<file path="src/rtl/bcd_digit_serial_ctrl_if.sv">
// Operand/result handshake and shared BCD digit-slice wiring for bcd_digit_serial_ctrl.
// The slave modport is the controller; the master side owns the operands, consumer and slice.
interface bcd_digit_serial_ctrl_if #(
  parameter int unsigned NDIG = 4
);
  localparam int unsigned W = 4 * NDIG;

  logic         in_valid;
  logic         in_ready;
  logic [W-1:0] a_bcd;
  logic [W-1:0] b_bcd;
  logic         dp_issue;
  logic [3:0]   dp_a;
  logic [3:0]   dp_b;
  logic         dp_cin;
  logic [3:0]   dp_sum;
  logic         dp_tens;
  logic [1:0]   zone_phase;
  logic         out_valid;
  logic         out_ready;
  logic [W-1:0] sum_bcd;
  logic         cout;
  logic         err;

  modport master (
    output in_valid, a_bcd, b_bcd, dp_sum, dp_tens, out_ready,
    input  in_ready, dp_issue, dp_a, dp_b, dp_cin, zone_phase, out_valid, sum_bcd, cout, err
  );

  modport slave (
    input  in_valid, a_bcd, b_bcd, dp_sum, dp_tens, out_ready,
    output in_ready, dp_issue, dp_a, dp_b, dp_cin, zone_phase, out_valid, sum_bcd, cout, err
  );
endinterface

</file>
<file path="src/rtl/bcd_digit_serial_ctrl.sv">
// Digit-serial BCD adder sequencer: shares one NML BCD digit slice across NDIG digits,
// rippling the Tens carry LSD first and driving the slice clock-zone status.
module bcd_digit_serial_ctrl #(
  parameter int unsigned NDIG    = 4,
  parameter int unsigned ADD_LAT = 4
) (
  input  logic                  clk,
  input  logic                  rst,
  bcd_digit_serial_ctrl_if.slave bus
);
  localparam int unsigned W  = 4 * NDIG;
  localparam int unsigned IW = (NDIG > 1) ? $clog2(NDIG) : 1;
  localparam int unsigned CW = (ADD_LAT < 2) ? 2 : $clog2(ADD_LAT + 1);
  localparam logic [IW-1:0] LAST_IDX = IW'(NDIG - 1);

  localparam logic [1:0] ZONE_RELAX   = 2'b00;
  localparam logic [1:0] ZONE_SWITCH  = 2'b01;
  localparam logic [1:0] ZONE_HOLD    = 2'b10;
  localparam logic [1:0] ZONE_RELEASE = 2'b11;

  typedef enum logic [1:0] {IDLE, ISSUE, WAIT, DONE} state_t;

  state_t        state;
  logic [W-1:0]  a_q;
  logic [W-1:0]  b_q;
  logic [W-1:0]  sum_q;
  logic [IW-1:0] idx;
  logic [IW-1:0] idx_nxt;
  logic [CW-1:0] cnt;
  logic          in_ready_q;
  logic          out_valid_q;
  logic          dp_issue_q;
  logic [3:0]    dp_a_q;
  logic [3:0]    dp_b_q;
  logic          dp_cin_q;
  logic [1:0]    zone_q;
  logic          cout_q;
  logic          err_q;
  logic          bad_c;

  assign idx_nxt = idx + IW'(1);

  // Any non-decimal digit in either incoming operand
  always_comb begin
    bad_c = 1'b0;
    for (int i = 0; i < int'(NDIG); i++) begin
      if (bus.a_bcd[4*i +: 4] > 4'd9 || bus.b_bcd[4*i +: 4] > 4'd9) bad_c = 1'b1;
    end
  end

  // dp_cin doubles as the rippled Tens carry between digit passes
  always_ff @(posedge clk) begin
    if (rst) begin
      state       <= IDLE;
      a_q         <= '0;
      b_q         <= '0;
      sum_q       <= '0;
      idx         <= '0;
      cnt         <= '0;
      in_ready_q  <= 1'b1;
      out_valid_q <= 1'b0;
      dp_issue_q  <= 1'b0;
      dp_a_q      <= '0;
      dp_b_q      <= '0;
      dp_cin_q    <= 1'b0;
      zone_q      <= ZONE_RELAX;
      cout_q      <= 1'b0;
      err_q       <= 1'b0;
    end else begin
      dp_issue_q <= 1'b0;
      case (state)
        IDLE: begin
          if (bus.in_valid) begin
            a_q        <= bus.a_bcd;
            b_q        <= bus.b_bcd;
            sum_q      <= '0;
            idx        <= '0;
            cout_q     <= 1'b0;
            in_ready_q <= 1'b0;
            if (bad_c) begin
              err_q       <= 1'b1;
              out_valid_q <= 1'b1;
              state       <= DONE;
            end else begin
              err_q      <= 1'b0;
              dp_issue_q <= 1'b1;
              dp_a_q     <= bus.a_bcd[3:0];
              dp_b_q     <= bus.b_bcd[3:0];
              dp_cin_q   <= 1'b0;
              zone_q     <= ZONE_SWITCH;
              state      <= ISSUE;
            end
          end
        end
        ISSUE: begin
          cnt    <= CW'(ADD_LAT);
          zone_q <= (ADD_LAT == 1) ? ZONE_RELEASE : ZONE_HOLD;
          state  <= WAIT;
        end
        WAIT: begin
          if (cnt == CW'(1)) begin
            sum_q[{idx, 2'b00} +: 4] <= bus.dp_sum;
            if (idx == LAST_IDX) begin
              cout_q      <= bus.dp_tens;
              out_valid_q <= 1'b1;
              zone_q      <= ZONE_RELAX;
              state       <= DONE;
            end else begin
              idx        <= idx_nxt;
              dp_issue_q <= 1'b1;
              dp_a_q     <= a_q[{idx_nxt, 2'b00} +: 4];
              dp_b_q     <= b_q[{idx_nxt, 2'b00} +: 4];
              dp_cin_q   <= bus.dp_tens;
              zone_q     <= ZONE_SWITCH;
              state      <= ISSUE;
            end
          end else begin
            cnt <= cnt - CW'(1);
            if (cnt == CW'(2)) zone_q <= ZONE_RELEASE;
          end
        end
        DONE: begin
          if (bus.out_ready) begin
            out_valid_q <= 1'b0;
            in_ready_q  <= 1'b1;
            state       <= IDLE;
          end
        end
        default: state <= IDLE;
      endcase
    end
  end

  assign bus.in_ready   = in_ready_q;
  assign bus.out_valid  = out_valid_q;
  assign bus.dp_issue   = dp_issue_q;
  assign bus.dp_a       = dp_a_q;
  assign bus.dp_b       = dp_b_q;
  assign bus.dp_cin     = dp_cin_q;
  assign bus.zone_phase = zone_q;
  assign bus.sum_bcd    = sum_q;
  assign bus.cout       = cout_q;
  assign bus.err        = err_q;
endmodule

</file>
<file path="src/flat_wrapper.sv">
// flat-port wrapper written by rule: the top's interface ports become plain ports
module bcd_digit_serial_ctrl_flat 
#(
  parameter int unsigned NDIG    = 4,
  parameter int unsigned ADD_LAT = 4
)
  (clk, rst, bus_in_valid, bus_a_bcd, bus_b_bcd, bus_dp_sum, bus_dp_tens, bus_out_ready, bus_in_ready, bus_dp_issue, bus_dp_a, bus_dp_b, bus_dp_cin, bus_zone_phase, bus_out_valid, bus_sum_bcd, bus_cout, bus_err);
  bcd_digit_serial_ctrl_if #(.NDIG(NDIG)) bus_i ();
  input  logic clk;
  input  logic rst;
  input wire logic [$bits(bus_i.in_valid)-1:0] bus_in_valid;
  input wire logic [$bits(bus_i.a_bcd)-1:0] bus_a_bcd;
  input wire logic [$bits(bus_i.b_bcd)-1:0] bus_b_bcd;
  input wire logic [$bits(bus_i.dp_sum)-1:0] bus_dp_sum;
  input wire logic [$bits(bus_i.dp_tens)-1:0] bus_dp_tens;
  input wire logic [$bits(bus_i.out_ready)-1:0] bus_out_ready;
  output wire logic [$bits(bus_i.in_ready)-1:0] bus_in_ready;
  output wire logic [$bits(bus_i.dp_issue)-1:0] bus_dp_issue;
  output wire logic [$bits(bus_i.dp_a)-1:0] bus_dp_a;
  output wire logic [$bits(bus_i.dp_b)-1:0] bus_dp_b;
  output wire logic [$bits(bus_i.dp_cin)-1:0] bus_dp_cin;
  output wire logic [$bits(bus_i.zone_phase)-1:0] bus_zone_phase;
  output wire logic [$bits(bus_i.out_valid)-1:0] bus_out_valid;
  output wire logic [$bits(bus_i.sum_bcd)-1:0] bus_sum_bcd;
  output wire logic [$bits(bus_i.cout)-1:0] bus_cout;
  output wire logic [$bits(bus_i.err)-1:0] bus_err;
  assign bus_i.in_valid = bus_in_valid;
  assign bus_i.a_bcd = bus_a_bcd;
  assign bus_i.b_bcd = bus_b_bcd;
  assign bus_i.dp_sum = bus_dp_sum;
  assign bus_i.dp_tens = bus_dp_tens;
  assign bus_i.out_ready = bus_out_ready;
  assign bus_in_ready = bus_i.in_ready;
  assign bus_dp_issue = bus_i.dp_issue;
  assign bus_dp_a = bus_i.dp_a;
  assign bus_dp_b = bus_i.dp_b;
  assign bus_dp_cin = bus_i.dp_cin;
  assign bus_zone_phase = bus_i.zone_phase;
  assign bus_out_valid = bus_i.out_valid;
  assign bus_sum_bcd = bus_i.sum_bcd;
  assign bus_cout = bus_i.cout;
  assign bus_err = bus_i.err;
  bcd_digit_serial_ctrl #(.NDIG(NDIG), .ADD_LAT(ADD_LAT)) u_core (.clk(clk), .rst(rst), .bus(bus_i));
endmodule
</file>
<file path="config.mk">
export PLATFORM = sky130hd
export DESIGN_NAME = bcd_digit_serial_ctrl_flat
export DESIGN_NICKNAME = d
export VERILOG_FILES = /design/src/rtl/bcd_digit_serial_ctrl_if.sv /design/src/rtl/bcd_digit_serial_ctrl.sv /design/src/flat_wrapper.sv
export SDC_FILE = /design/constraint.sdc
export NUM_CORES = 1
export LEC_CHECK = 0
export ABC_CLOCK_PERIOD_IN_PS = 2100
export CORE_UTILIZATION = 40
export DETAILED_ROUTE_END_ITERATION = 8
export GPL_TIMING_DRIVEN = 0
export PLACE_DENSITY = 0.67
export REMOVE_ABC_BUFFERS = 1
export SYNTH_ARGS = -nofsm -noshare
export SYNTH_HDL_FRONTEND = slang
export SYNTH_SLANG_ARGS = --single-unit
export TNS_END_PERCENT = 5
</file>
<file path="constraint.sdc">
create_clock -name clk -period 2.1 [get_ports clk]
set_input_delay 0.42 -clock clk [delete_from_list [all_inputs] [get_ports clk]]
set_output_delay 0.42 -clock clk [all_outputs]
set_load 0.02 [all_outputs]
</file>
=== Word-level counts from Yosys, hierarchy flattened ===
Index checks and enable logic that the tools add are counted.

* Output and inout port bits: 32
* Register bits: 71

* Muxes and demuxes: 59
* Equal/unequal tests: 15
* Reductions and logical operators: 20
* $add $sub $neg: 3
* Order comparisons: 8
* Shift-type cells: 4

{| class="wikitable"
|+ Operator list
! kind !! number
|-
| > comparator 4 bit, second input constant || 8
|-
| two-way mux 16 bit || 2
|-
| two-way mux 4 bit || 8
|-
| case mux 16 bit (2 select lines) || 1
|-
| variable part select 16 x 5 -> 4 bit || 2
|-
| two-way mux 2 bit || 12
|-
| two-way mux 1 bit || 23
|-
| bitwise mux 16 bit || 1
|-
| case mux 4 bit (2 select lines) || 2
|-
| variable shift 4 x 6 -> 16 bit, first input constant || 1
|-
| variable part select 4 x 6 -> 16 bit || 1
|-
| AND reduction 4 bit || 3
|-
| != test 2 bit, second input constant || 5
|-
| AND reduction 3 bit || 3
|-
| case mux 1 bit (2 select lines) || 4
|-
| case mux 2 bit (4 select lines) || 1
|-
| equality test 2 bit, second input constant || 3
|-
| != test 2 x 1 -> 1 bit, second input constant || 3
|-
| negation 4 -> 6 bit || 1
|-
| case mux 2 bit (3 select lines) || 1
|-
| case mux 3 bit (2 select lines) || 1
|-
| AND reduction 6 bit || 1
|-
| nonzero test 2 bit || 3
|-
| nonzero test 3 bit || 2
|-
| other kinds (13) || 17
|}

=== Longest topological paths before layout ===
Gate-level depths: netlist of run 1.

* Depth after elaboration: 9
* Mapped depth: 9
* Mapped depth without buffers: 7

=== Worst setup path after synthesis of run 1 ===
Ideal clock, no wire load.

* Path kind: reg2reg
* Start point: reg u_core.idx[0]
* End point: reg u_core.dp_a_q[0], in the netlist u_core.bus.dp_a[0]
* Data required time: 1,967 ps
* Stages on the path, launching flop included: 8
* Data arrival time: 2,035 ps
* Slack: -68 ps
* Library setup time: 133 ps
* Buffers on the path: 2
* Cells stage by stage: dfxtp_1 buf_2 inv_1 ha_1 buf_4 mux4_2 mux2i_1 a311oi_1

* Cells in the longest elaborated chain, start to end: 5

{| class="wikitable"
|+ Ends and longest elaborated chain
! element !! RTL line !! RTL
|-
| start: declaration || bcd_digit_serial_ctrl.sv:27 || <nowiki>logic [IW-1:0] idx;</nowiki>
|-
| start signal: assignment || bcd_digit_serial_ctrl.sv:109 || <nowiki>idx <= idx_nxt;</nowiki>
|-
| adder 2 x 1 -> 2 bit || bcd_digit_serial_ctrl.sv:41 || <nowiki>assign idx_nxt = idx + IW'(1);</nowiki>
|-
| variable part select 16 x 5 -> 4 bit || bcd_digit_serial_ctrl.sv:111 || <nowiki>dp_a_q <= a_q[{idx_nxt, 2'b00} +: 4];</nowiki>
|-
| two-way mux 4 bit || bcd_digit_serial_ctrl.sv:103 || <nowiki>if (idx == LAST_IDX) begin</nowiki>
|-
| two-way mux 4 bit || bcd_digit_serial_ctrl.sv:101 || <nowiki>if (cnt == CW'(1)) begin</nowiki>
|-
| case mux 4 bit (2 select lines) || bcd_digit_serial_ctrl.sv:71 || <nowiki>case (state)</nowiki>
|-
| end signal: assignment || bcd_digit_serial_ctrl.sv:87 || <nowiki>dp_a_q <= bus.a_bcd[3:0];</nowiki>
|-
| end signal: assignment || bcd_digit_serial_ctrl.sv:111 ||
|-
| end: declaration || bcd_digit_serial_ctrl.sv:33 || <nowiki>logic [3:0] dp_a_q;</nowiki>
|}

Parallel ways exist; a longest one is shown, timed or not. The select of a mux whose other input is x is not followed.
A chain may end at the register's enable or synchronous reset.

=== Worst setup path after layout of run 1 ===
* Start point: in bus_a_bcd[2]
* End point: reg u_core.out_valid_q, in the netlist u_core.bus.out_valid

* Cells in the longest elaborated chain, start to end: 8

{| class="wikitable"
|+ Ends and longest elaborated chain
! element !! RTL line !! RTL
|-
| start: declaration || flat_wrapper.sv:12 || <nowiki>input wire logic [$bits(bus_i.a_bcd)-1:0] bus_a_bcd;</nowiki>
|-
| > comparator 4 bit || bcd_digit_serial_ctrl.sv:47 || <nowiki>if (bus.a_bcd[4*i +: 4] > 4'd9 || bus.b_bcd[4*i +: 4] > 4'd9) bad_c = 1'b1;</nowiki>
|-
| logical OR 1 bit || bcd_digit_serial_ctrl.sv:47 ||
|-
| two-way mux 1 bit (4 in series) || bcd_digit_serial_ctrl.sv:47 ||
|-
| != test 2 x 1 -> 1 bit (no source line) || - ||
|-
| AND reduction 6 bit (no source line) || - ||
|-
| end signal: assignment || bcd_digit_serial_ctrl.sv:61 || <nowiki>out_valid_q <= 1'b0;</nowiki>
|-
| end signal: assignment || bcd_digit_serial_ctrl.sv:82 || <nowiki>out_valid_q <= 1'b1;</nowiki>
|-
| end signal: assignment || bcd_digit_serial_ctrl.sv:105 || <nowiki>out_valid_q <= 1'b1;</nowiki>
|-
| end: declaration || bcd_digit_serial_ctrl.sv:31 || <nowiki>logic out_valid_q;</nowiki>
|}

No other way between the ends.

==> flow_summary.html, run 1 <==
<table>
<tr><th>Metric</th><th>Value</th></tr>
<tr><th colspan="2">Clocking</th></tr>
<tr><td># H-tree levels</td><td>3</td></tr>
<tr><td>CTS Root Cell</td><td>clkbuf_8</td></tr>
<tr><td>Clock Latency Late Sink</td><td>340 ps</td></tr>
<tr><td>Number of clock buffers inserted by TritonCTS</td><td>9</td></tr>
<tr><td>CTS tree</td><td>yes</td></tr>
<tr><td>Clock transition time at the flip-flop clock pins of the worst setup and hold paths</td><td>70 ps</td></tr>
<tr><td>TritonCTS sink count</td><td>71</td></tr>
<tr><td>Largest buffer count on any clock path</td><td>2</td></tr>
<tr><td>Quantity of hold-fixing buffers added after cts</td><td>0</td></tr>
<tr><th colspan="2">Synthesis</th></tr>
<tr><td>Number of flip-flops and latches in the synthesized netlist</td><td>71</td></tr>
<tr><td>Part of the Yosys area used for sequential elements</td><td>43.2%</td></tr>
<tr><td>Post-Synthesis Cells</td><td>379</td></tr>
<tr><td>Commonest register cell after synthesis</td><td>dfxtp_1</td></tr>
<tr><td>Mapped cell area</td><td>3290 um^2</td></tr>
<tr><td>Post-synth EDFFs</td><td>0</td></tr>
<tr><td>Synth unique cells</td><td>40</td></tr>
<tr><td>Mean area per synthesized cell</td><td>8.68 um^2</td></tr>
<tr><td>Yosys warns</td><td>0</td></tr>
<tr><td>Share of flip-flops with an asynchronous set or reset</td><td>0%</td></tr>
<tr><th colspan="2">Status</th></tr>
<tr><td>Violations in the final reports</td><td>setup timing</td></tr>
<tr><td>Outcome</td><td>complete, but fails checks</td></tr>
<tr><th colspan="2">Power</th></tr>
<tr><td>Power density relative to cell area</td><td>1160 nW/um^2</td></tr>
<tr><td>Maximum vdd ir drop</td><td>0.000481 V</td></tr>
<tr><td>Static leakage</td><td>1.56 nW</td></tr>
<tr><th colspan="2">Setup path</th></tr>
<tr><td>Setup Crit Path Kind</td><td>in2reg</td></tr>
<tr><td>Library cell contributing the largest single delay on the critical path</td><td>nor4_2</td></tr>
<tr><td>Register-to-register setup slack</td><td>-10 ps</td></tr>
<tr><td>Critical path startpoint category</td><td>input port</td></tr>
<tr><td>Buffers plus inverters on the worst setup path</td><td>1</td></tr>
<tr><td>Worst endpoint required time</td><td>2330 ps</td></tr>
<tr><td>Worst flop-to-flop path endpoint</td><td>u_core.bus.out_valid$_SDFFE_PP0P_</td></tr>
<tr><td>Type of destination of the critical path</td><td>register</td></tr>
<tr><td>Highest cell delay on the worst timing path</td><td>570 ps</td></tr>
<tr><td>Ordered cell list for the critical path</td><td>clkdlybuf4s50_1 -&gt; o21ai_1 -&gt; nand2_1 -&gt; nor4_2 -&gt; a2111oi_2 -&gt; mux2_1</td></tr>
<tr><td>Kind of cell with the highest combined delay on the critical path</td><td>simple AND/OR/NAND/NOR gates</td></tr>
<tr><td>Arrival time at the worst endpoint</td><td>2360 ps</td></tr>
<tr><td>Critical Path Fanout Max</td><td>4</td></tr>
<tr><td>Worst reg2reg startpoint</td><td>u_core.state[1]$_SDFFE_PP0P_</td></tr>
<tr><td>Worst R2R Path Depth</td><td>7</td></tr>
<tr><th colspan="2">Global routing</th></tr>
<tr><td>Initial antenna violation count</td><td>0</td></tr>
<tr><td>Sum of overflow across all layers after global routing</td><td>0</td></tr>
<tr><td>Number of global-route vias before repair</td><td>2,764</td></tr>
<tr><td>First-pass GRT wire length</td><td>13,100 um</td></tr>
<tr><td>Pin count of the biggest net entering global routing</td><td>38</td></tr>
<tr><td>Overall track demand over capacity in global routing</td><td>19.4%</td></tr>
<tr><th colspan="2">Cells and area</th></tr>
<tr><td>Post-layout nets</td><td>499</td></tr>
<tr><td>Count of inserted antenna diode cells</td><td>0</td></tr>
<tr><td>Area growth from synthesis to layout</td><td>33.4%</td></tr>
<tr><td>Leading cell types in the layout, fill and taps excluded</td><td>81 x nand2_1, 71 x clkdlybuf4s50_1, 70 x dfxtp_1</td></tr>
<tr><td>Commonest non-fill, non-tap cell in the layout</td><td>nand2_1</td></tr>
<tr><td>Post-layout utilization of the core</td><td>55.9%</td></tr>
<tr><td>Post-route cell area</td><td>4390 um^2</td></tr>
<tr><td>Ratio of cells with drive above 1 in the final layout</td><td>11.3%</td></tr>
<tr><th colspan="2">Timing</th></tr>
<tr><td>Clock period minus final worst setup slack</td><td>2130 ps</td></tr>
<tr><td>Count of final max-slew check failures</td><td>0</td></tr>
<tr><td>Post-Route Skew</td><td>6.10 ps</td></tr>
<tr><td>Max_slew headroom</td><td>55.3%</td></tr>
<tr><td>Max Freq</td><td>469 MHz</td></tr>
<tr><td>RSZ-0062 raised after global routing</td><td>true</td></tr>
<tr><td>Hold Violations, Final</td><td>0</td></tr>
<tr><td>Actual slew at the worst max-slew pin</td><td>671 ps</td></tr>
<tr><td>Setup-failing EPs final</td><td>1</td></tr>
<tr><td>Final clock period utilization by the worst path</td><td>102%</td></tr>
<tr><td>Final Worst Setup Slack</td><td>-32.8 ps</td></tr>
<tr><th colspan="2">Floorplanning</th></tr>
<tr><td>Initial cell density of the core</td><td>41.9%</td></tr>
<tr><td>Boundary pin count</td><td>73</td></tr>
<tr><td>Full die area</td><td>8590 um^2</td></tr>
<tr><td>Die height</td><td>92.7 um</td></tr>
<tr><td>Die width</td><td>92.7 um</td></tr>
<tr><td>Core box area</td><td>7850 um^2</td></tr>
<tr><td>Number of core rows</td><td>32</td></tr>
<tr><th colspan="2">Worst hold path</th></tr>
<tr><td>Hold path startpoint</td><td>u_core.b_q[9]$_SDFFE_PP0P_</td></tr>
<tr><td>Class of the worst hold path</td><td>reg2reg</td></tr>
<tr><td>Number of stages on the worst hold path</td><td>2</td></tr>
<tr><td>Hold path endpoint</td><td>u_core.b_q[9]$_SDFFE_PP0P_</td></tr>
<tr><th colspan="2">Drt</th></tr>
<tr><td>Total number of vias</td><td>2,925</td></tr>
<tr><td>Average wire length per cell after detail routing</td><td>14.4 um</td></tr>
<tr><td>Drt initial violations</td><td>133</td></tr>
<tr><td>Antenna viol nets, final</td><td>0</td></tr>
<tr><td>Avg Vias per Cell</td><td>5.28</td></tr>
<tr><td>Detailed Routing Iterations Pass 1</td><td>4</td></tr>
<tr><td>Final routed DRC violation total</td><td>0</td></tr>
<tr><td>Sum of routed wire length over all layers</td><td>7980 um</td></tr>
<tr><th colspan="2">Place</th></tr>
<tr><td>Placed Area</td><td>4040 um^2</td></tr>
<tr><td>Count of buffers from port buffering</td><td>72</td></tr>
<tr><td>Estimated wirelength of the detail-placed design</td><td>5290 um</td></tr>
<tr><td>Weighted congestion reported at the end of routability-driven placement</td><td>0.768</td></tr>
<tr><th colspan="2">Job</th></tr>
<tr><td>Max-cap violation count</td><td>0</td></tr>
</table>
power breakdown:
group          switching, mW  internal, mW  leakage, nW
Clock                  0.520         0.731        0.112
Combinational           1.17         0.916        0.868
Sequential             0.165          1.60        0.580
registers in the layout (all words and copies together), names as in the netlist:
register / flops
u_core.a_q: 16
u_core.b_q: 16
u_core.bus.sum_bcd: 16
u_core.bus.dp_a: 4
u_core.bus.dp_b: 4
u_core.cnt: 3
u_core.bus.zone_phase: 2
u_core.idx: 2
u_core.state: 2
u_core.bus.cout: 1
u_core.bus.dp_cin: 1
u_core.bus.dp_issue: 1
u_core.bus.err: 1
u_core.bus.in_ready: 1
u_core.bus.out_valid: 1
layer usage:
| metal | global-route usage [%] | wire, um |
|---|---|---|
| met1 | 24.3 | 3700 |
| met2 | 33.0 | 3790 |
| met3 | 5.25 | 398 |
| met4 | 4.74 | 87 |
| met5 | 0 | 0 |
worst min-delay path, cell delays in order, from the launching register on:
cell,delay (ps)
dfxtp_1,310
nand2_1,50
a21oi_1,50
worst max-delay path by stage:
stage	startpoint	end	slack, ps	depth (start not counted)
3_5_place_dp	bus_a_bcd[1]	u_core.bus.dp_cin$_SDFFE_PP0P_	-750	6
6_report	bus_a_bcd[2]	u_core.bus.out_valid$_SDFFE_PP0P_	-30	6
2_1_floorplan	u_core.idx[0]$_SDFFE_PP0P_	u_core.bus.dp_a[0]$_SDFFE_PP0P_	-150	5
5_1_grt	u_core.state[1]$_SDFFE_PP0P_	u_core.bus.out_valid$_SDFFE_PP0P_	-120	7
4_1_cts	bus_a_bcd[1]	u_core.bus.out_valid$_SDFFE_PP0P_	-50	6
3_3_place_gp	rst	u_core.bus.zone_phase[0]$_SDFFE_PP0P_	-1600	5
through the flow:
step                power, mW  setup TNS, ps  setup WS (ps)  hold slack, ps  cells
finish                   5.10          -32.8          -32.8             457    554
CTS                      5.09          -79.6          -46.8             458    552
floorplan                3.03          -1350           -149             427    356
global placement         3.64         -56820          -1600             440    530
detailed placement       3.68         -27900           -749             448    531
global route             5.42           -266           -120             477    554
timing repair:
action                                 4_1_cts  5_1_grt
endpoints found under the hold margin        0        0
gates cloned                                 1        0
pin swaps                                    2        1
gates resized for setup                     12        3
setup endpoints to repair                   70       25
setup buffers                                4        2
synthesized netlist by cell type (2+ instances only):
cell type,instances,area share [%]
dfxtp_1,71,43
a311oi_1,9,2.4
o21ai_0,7,1.1
mux4_2,8,5.5
clkbuf_1,12,1.4
a21oi_2,2,0.53
buf_2,4,0.61
nor2b_1,4,0.76
buf_4,4,0.91
nand2_1,83,9.5
nand3_1,17,2.6
nor2_1,15,1.7
mux2i_1,10,3.0
a21oi_1,62,9.4
a22oi_1,4,0.91
and4_1,3,0.80
ha_1,11,4.2
nand2b_1,12,2.3
buf_1,2,0.23
a31oi_1,2,0.38
o21a_1,3,0.68
nor3_1,4,0.61
inv_1,8,0.91
o21ai_1,6,0.91
cell families after synthesis:
| group | share of synthesized area [%] |
|---|---|
| buffers and inverters | 4.49 |
| DFF | 43.2 |
| and+or+nand+nor | 19.7 |
| muxes | 9.55 |
| adders and majority gates | 4.19 |
| AOI/OAI and AO/OA | 18.9 |
area by class of cell:
cell class                      instances  area (um^2)
Fill cell                             754         3460
Multi-Input combinational cell        277         1790
Timing Repair Buffer                   79          781
Clock buffer                           11          151
Sequential cell                        71         1430
Inverter                                9         33.8
Clock inverter                          5         80.1
Tap cell                              102          128
Note: power is estimated with default switching activity, not from simulation.
==> inputs of run 2 (changes only) <==
--- a/config.mk
+++ b/config.mk
@@ -6,11 +6,13 @@
 export NUM_CORES = 1
 export LEC_CHECK = 0
 export ABC_CLOCK_PERIOD_IN_PS = 2100
+export CORE_MARGIN = 2
 export CORE_UTILIZATION = 40
 export DETAILED_ROUTE_END_ITERATION = 8
 export GPL_TIMING_DRIVEN = 0
 export PLACE_DENSITY = 0.67
 export REMOVE_ABC_BUFFERS = 1
+export SKIP_LAST_GASP = 1
 export SYNTH_ARGS = -nofsm -noshare
 export SYNTH_HDL_FRONTEND = slang
 export SYNTH_SLANG_ARGS = --single-unit
==> flow_summary.html, run 2 (synthesis results as in run 1) <==
<table>
<tr><th>Metric</th><th>Value</th></tr>
<tr><th colspan="2">Status</th></tr>
<tr><td>Outcome</td><td>finished, final reports clean</td></tr>
<tr><th colspan="2">Setup path</th></tr>
<tr><td>Arrival time at the worst endpoint</td><td>2340 ps (-20 ps)</td></tr>
<tr><td>Setup Crit Path Kind</td><td>reg2reg</td></tr>
<tr><td>Worst flop-to-flop path endpoint</td><td>u_core.bus.out_valid$_SDFFE_PP0P_</td></tr>
<tr><td>Critical path startpoint category</td><td>register</td></tr>
<tr><td>Register-to-register setup slack</td><td>2 ps (about the same)</td></tr>
<tr><td>Critical Path Fanout Max</td><td>11 (+7)</td></tr>
<tr><td>Critical Path Source</td><td>u_core.state[1]$_SDFFE_PP0P_</td></tr>
<tr><td>Type of destination of the critical path</td><td>register</td></tr>
<tr><td>Worst endpoint required time</td><td>2340 ps (about the same)</td></tr>
<tr><td>Worst R2R Path Depth</td><td>7 (unchanged)</td></tr>
<tr><td>Worst reg2reg startpoint</td><td>u_core.state[1]$_SDFFE_PP0P_</td></tr>
<tr><th colspan="2">Timing</th></tr>
<tr><td>RSZ-0062 raised after global routing</td><td>true</td></tr>
<tr><td>Max Freq</td><td>477 MHz (+1.7%)</td></tr>
<tr><td>Hold Violations, Final</td><td>0 (unchanged)</td></tr>
<tr><td>Max_slew headroom</td><td>56.0% (+0.74 points)</td></tr>
<tr><td>Clock period minus final worst setup slack</td><td>2100 ps (-34.9 ps)</td></tr>
<tr><td>Final setup TNS</td><td>0 ps (+32.8 ps)</td></tr>
<tr><td>Post-Route Skew</td><td>4.71 ps (-1.39 ps)</td></tr>
<tr><td>Count of final max-slew check failures</td><td>0 (unchanged)</td></tr>
<tr><td>Actual slew at the worst max-slew pin</td><td>659 ps (-11.1 ps)</td></tr>
<tr><td>Final clock period utilization by the worst path</td><td>99.9% (-1.7 points)</td></tr>
<tr><td>Setup-failing EPs final</td><td>0 (-1)</td></tr>
<tr><th colspan="2">Power</th></tr>
<tr><td>Static leakage</td><td>1.55 nW (-0.83%)</td></tr>
<tr><td>Power density relative to cell area</td><td>1140 nW/um^2 (-2.0%)</td></tr>
<tr><td>Total power consumption of the routed design</td><td>4.96 mW (-2.7%)</td></tr>
<tr><td>Maximum vdd ir drop</td><td>0.000556 V (+15%)</td></tr>
<tr><th colspan="2">Floorplanning</th></tr>
<tr><td>Number of core rows</td><td>33 (+3.1%)</td></tr>
<tr><td>Core box area</td><td>8090 um^2 (+3.1%)</td></tr>
<tr><td>Die width</td><td>94.7 um (+2.2%)</td></tr>
<tr><td>Initial cell density of the core</td><td>40.6% (-1.3 points)</td></tr>
<tr><td>Die height</td><td>94.7 um (+2.2%)</td></tr>
<tr><td>Boundary pin count</td><td>73 (unchanged)</td></tr>
<tr><td>Full die area</td><td>8960 um^2 (+4.4%)</td></tr>
<tr><th colspan="2">Clocking</th></tr>
<tr><td>Number of clock buffers inserted by TritonCTS</td><td>9 (unchanged)</td></tr>
<tr><td>Clock transition time at the flip-flop clock pins of the worst setup and hold paths</td><td>70 ps (about the same)</td></tr>
<tr><td>TritonCTS sink count</td><td>71 (unchanged)</td></tr>
<tr><td># H-tree levels</td><td>3 (unchanged)</td></tr>
<tr><td>Largest buffer count on any clock path</td><td>2 (unchanged)</td></tr>
<tr><td>CTS tree</td><td>yes</td></tr>
<tr><td>Clock Latency Late Sink</td><td>350 ps (about the same)</td></tr>
<tr><td>CTS Root Cell</td><td>clkbuf_8</td></tr>
<tr><th colspan="2">Drt</th></tr>
<tr><td>Final routed DRC violation total</td><td>0 (unchanged)</td></tr>
<tr><td>Sum of routed wire length over all layers</td><td>8230 um (+3.1%)</td></tr>
<tr><td>Drt initial violations</td><td>116 (-13%)</td></tr>
<tr><td>Antenna viol nets, final</td><td>0 (unchanged)</td></tr>
<tr><td>Average wire length per cell after detail routing</td><td>14.8 um (+2.5%)</td></tr>
<tr><td>Avg Vias per Cell</td><td>5.32 (+0.75%)</td></tr>
<tr><td>Detailed Routing Iterations Pass 1</td><td>4 (unchanged)</td></tr>
<tr><td>Total number of vias</td><td>2,963 (+1.3%)</td></tr>
<tr><th colspan="2">Job</th></tr>
<tr><td>Max-cap violation count</td><td>0 (unchanged)</td></tr>
<tr><th colspan="2">Global routing</th></tr>
<tr><td>Overall track demand over capacity in global routing</td><td>18.4% (-0.95 points)</td></tr>
<tr><td>Sum of overflow across all layers after global routing</td><td>0 (unchanged)</td></tr>
<tr><td>Initial antenna violation count</td><td>0 (unchanged)</td></tr>
<tr><td>First-pass GRT wire length</td><td>12,800 um (-1.7%)</td></tr>
<tr><td>Number of global-route vias before repair</td><td>2,759 (-0.18%)</td></tr>
<tr><td>Pin count of the biggest net entering global routing</td><td>38 (unchanged)</td></tr>
<tr><th colspan="2">Cells and area</th></tr>
<tr><td>Commonest non-fill, non-tap cell in the layout</td><td>nand2_1</td></tr>
<tr><td>Ratio of cells with drive above 1 in the final layout</td><td>10.4% (-0.88 points)</td></tr>
<tr><td>Count of inserted antenna diode cells</td><td>0 (unchanged)</td></tr>
<tr><td>Leading cell types in the layout, fill and taps excluded</td><td>82 x nand2_1, 71 x clkdlybuf4s50_1, 70 x dfxtp_1</td></tr>
<tr><td>Area growth from synthesis to layout</td><td>32.5%</td></tr>
<tr><td>Number of filler instances in the final layout</td><td>800 (+6.1%)</td></tr>
<tr><td>Post-layout nets</td><td>499 (unchanged)</td></tr>
<tr><th colspan="2">Place</th></tr>
<tr><td>Count of buffers from port buffering</td><td>72 (unchanged)</td></tr>
<tr><td>Estimated wirelength of the detail-placed design</td><td>5350 um (+1.2%)</td></tr>
<tr><td>Weighted congestion reported at the end of routability-driven placement</td><td>0.796 (+3.6%)</td></tr>
<tr><th colspan="2">Worst hold path</th></tr>
<tr><td>Number of stages on the worst hold path</td><td>2 (unchanged)</td></tr>
<tr><td>Hold path endpoint</td><td>u_core.b_q[1]$_SDFFE_PP0P_</td></tr>
<tr><td>Class of the worst hold path</td><td>reg2reg</td></tr>
<tr><td>Hold path startpoint</td><td>u_core.b_q[1]$_SDFFE_PP0P_</td></tr>
</table>
-- run 2: cell types whose count changed in the layout (fill, tap and decap cells not counted), sizes merged --
cell      before  now
clkinv         1    3
clkbuf        11   12
bufinv         2    1
clkinvlp       2    0
-- run 2: final cells by class --
type	count	area, um^2	area share [%]
multi-input cells	277	1790	41.1
flip-flops and latches	71	1430	32.7
repair buffers	79	785	18.0
clock buffers	12	145	3.33
well taps	105	131	3.02
clock inverters	4	45.0	1.03
inverters	9	33.8	0.776
-- run 2: what timing repair did --
item,in CTS,in global routing
resized for setup,3,9
endpoints found under the setup margin,70,65
buffers inserted,0,6
endpoints found under the hold margin,0,0
hold buffers,0,0
pin swaps,0,3
cloned,0,1
-- run 2: worst max-delay path by stage --
stage                                                 end  slack [ps]  depth (start not counted)
floorplan                 u_core.bus.dp_a[0]$_SDFFE_PP0P_        -150                          5
global placement    u_core.bus.zone_phase[0]$_SDFFE_PP0P_       -1590                          5
detailed placement         u_core.bus.dp_cin$_SDFFE_PP0P_        -690                          6
CTS                        u_core.bus.dp_cin$_SDFFE_PP0P_        -340                          6
global route            u_core.bus.out_valid$_SDFFE_PP0P_        -110                          7
finish                  u_core.bus.out_valid$_SDFFE_PP0P_           2                          7
-- run 2: per-layer routing --
metal | track usage (%) | vias up | part of all wire, %
met4 | 7.25 | 0 | 1.3
li1 | - | 1469 | -
met3 | 5.11 | 8 | 6.1
met1 | 24.2 | 1402 | 47
met5 | 0 | - | 0
met2 | 28.8 | 84 | 46
-- run 2: where the power goes --
| group | switching [mW] | total [mW] | internal (mW) |
|---|---|---|---|
| sequential | 0.171 | 1.77 | 1.60 |
| clock | 0.517 | 1.09 | 0.576 |
| combinational | 1.17 | 2.10 | 0.928 |
| total | 1.86 | 4.96 | 3.10 |
-- run 2: critical path, stage by stage, from the launching register on --
cell and delay (ps):
dfxtp_1 440, inv_1 130, ha_4 240, nor2b_1 180, a21oi_2 140, nand2_1 150
a2111oi_2 360, mux2_1 350
-- run 2: metrics by stage --
step	hold WS (ps)	util, %	instances	area, um^2	setup WS, ps
3_3_place_gp	439	49.8	533	4030	-1590
4_1_cts	454	52.4	550	4240	-343
6_report	454	53.8	557	4360	2.09
3_5_place_dp	444	49.9	534	4040	-693
5_1_grt	472	53.8	557	4360	-109
2_1_floorplan	427	-	356	3170	-149
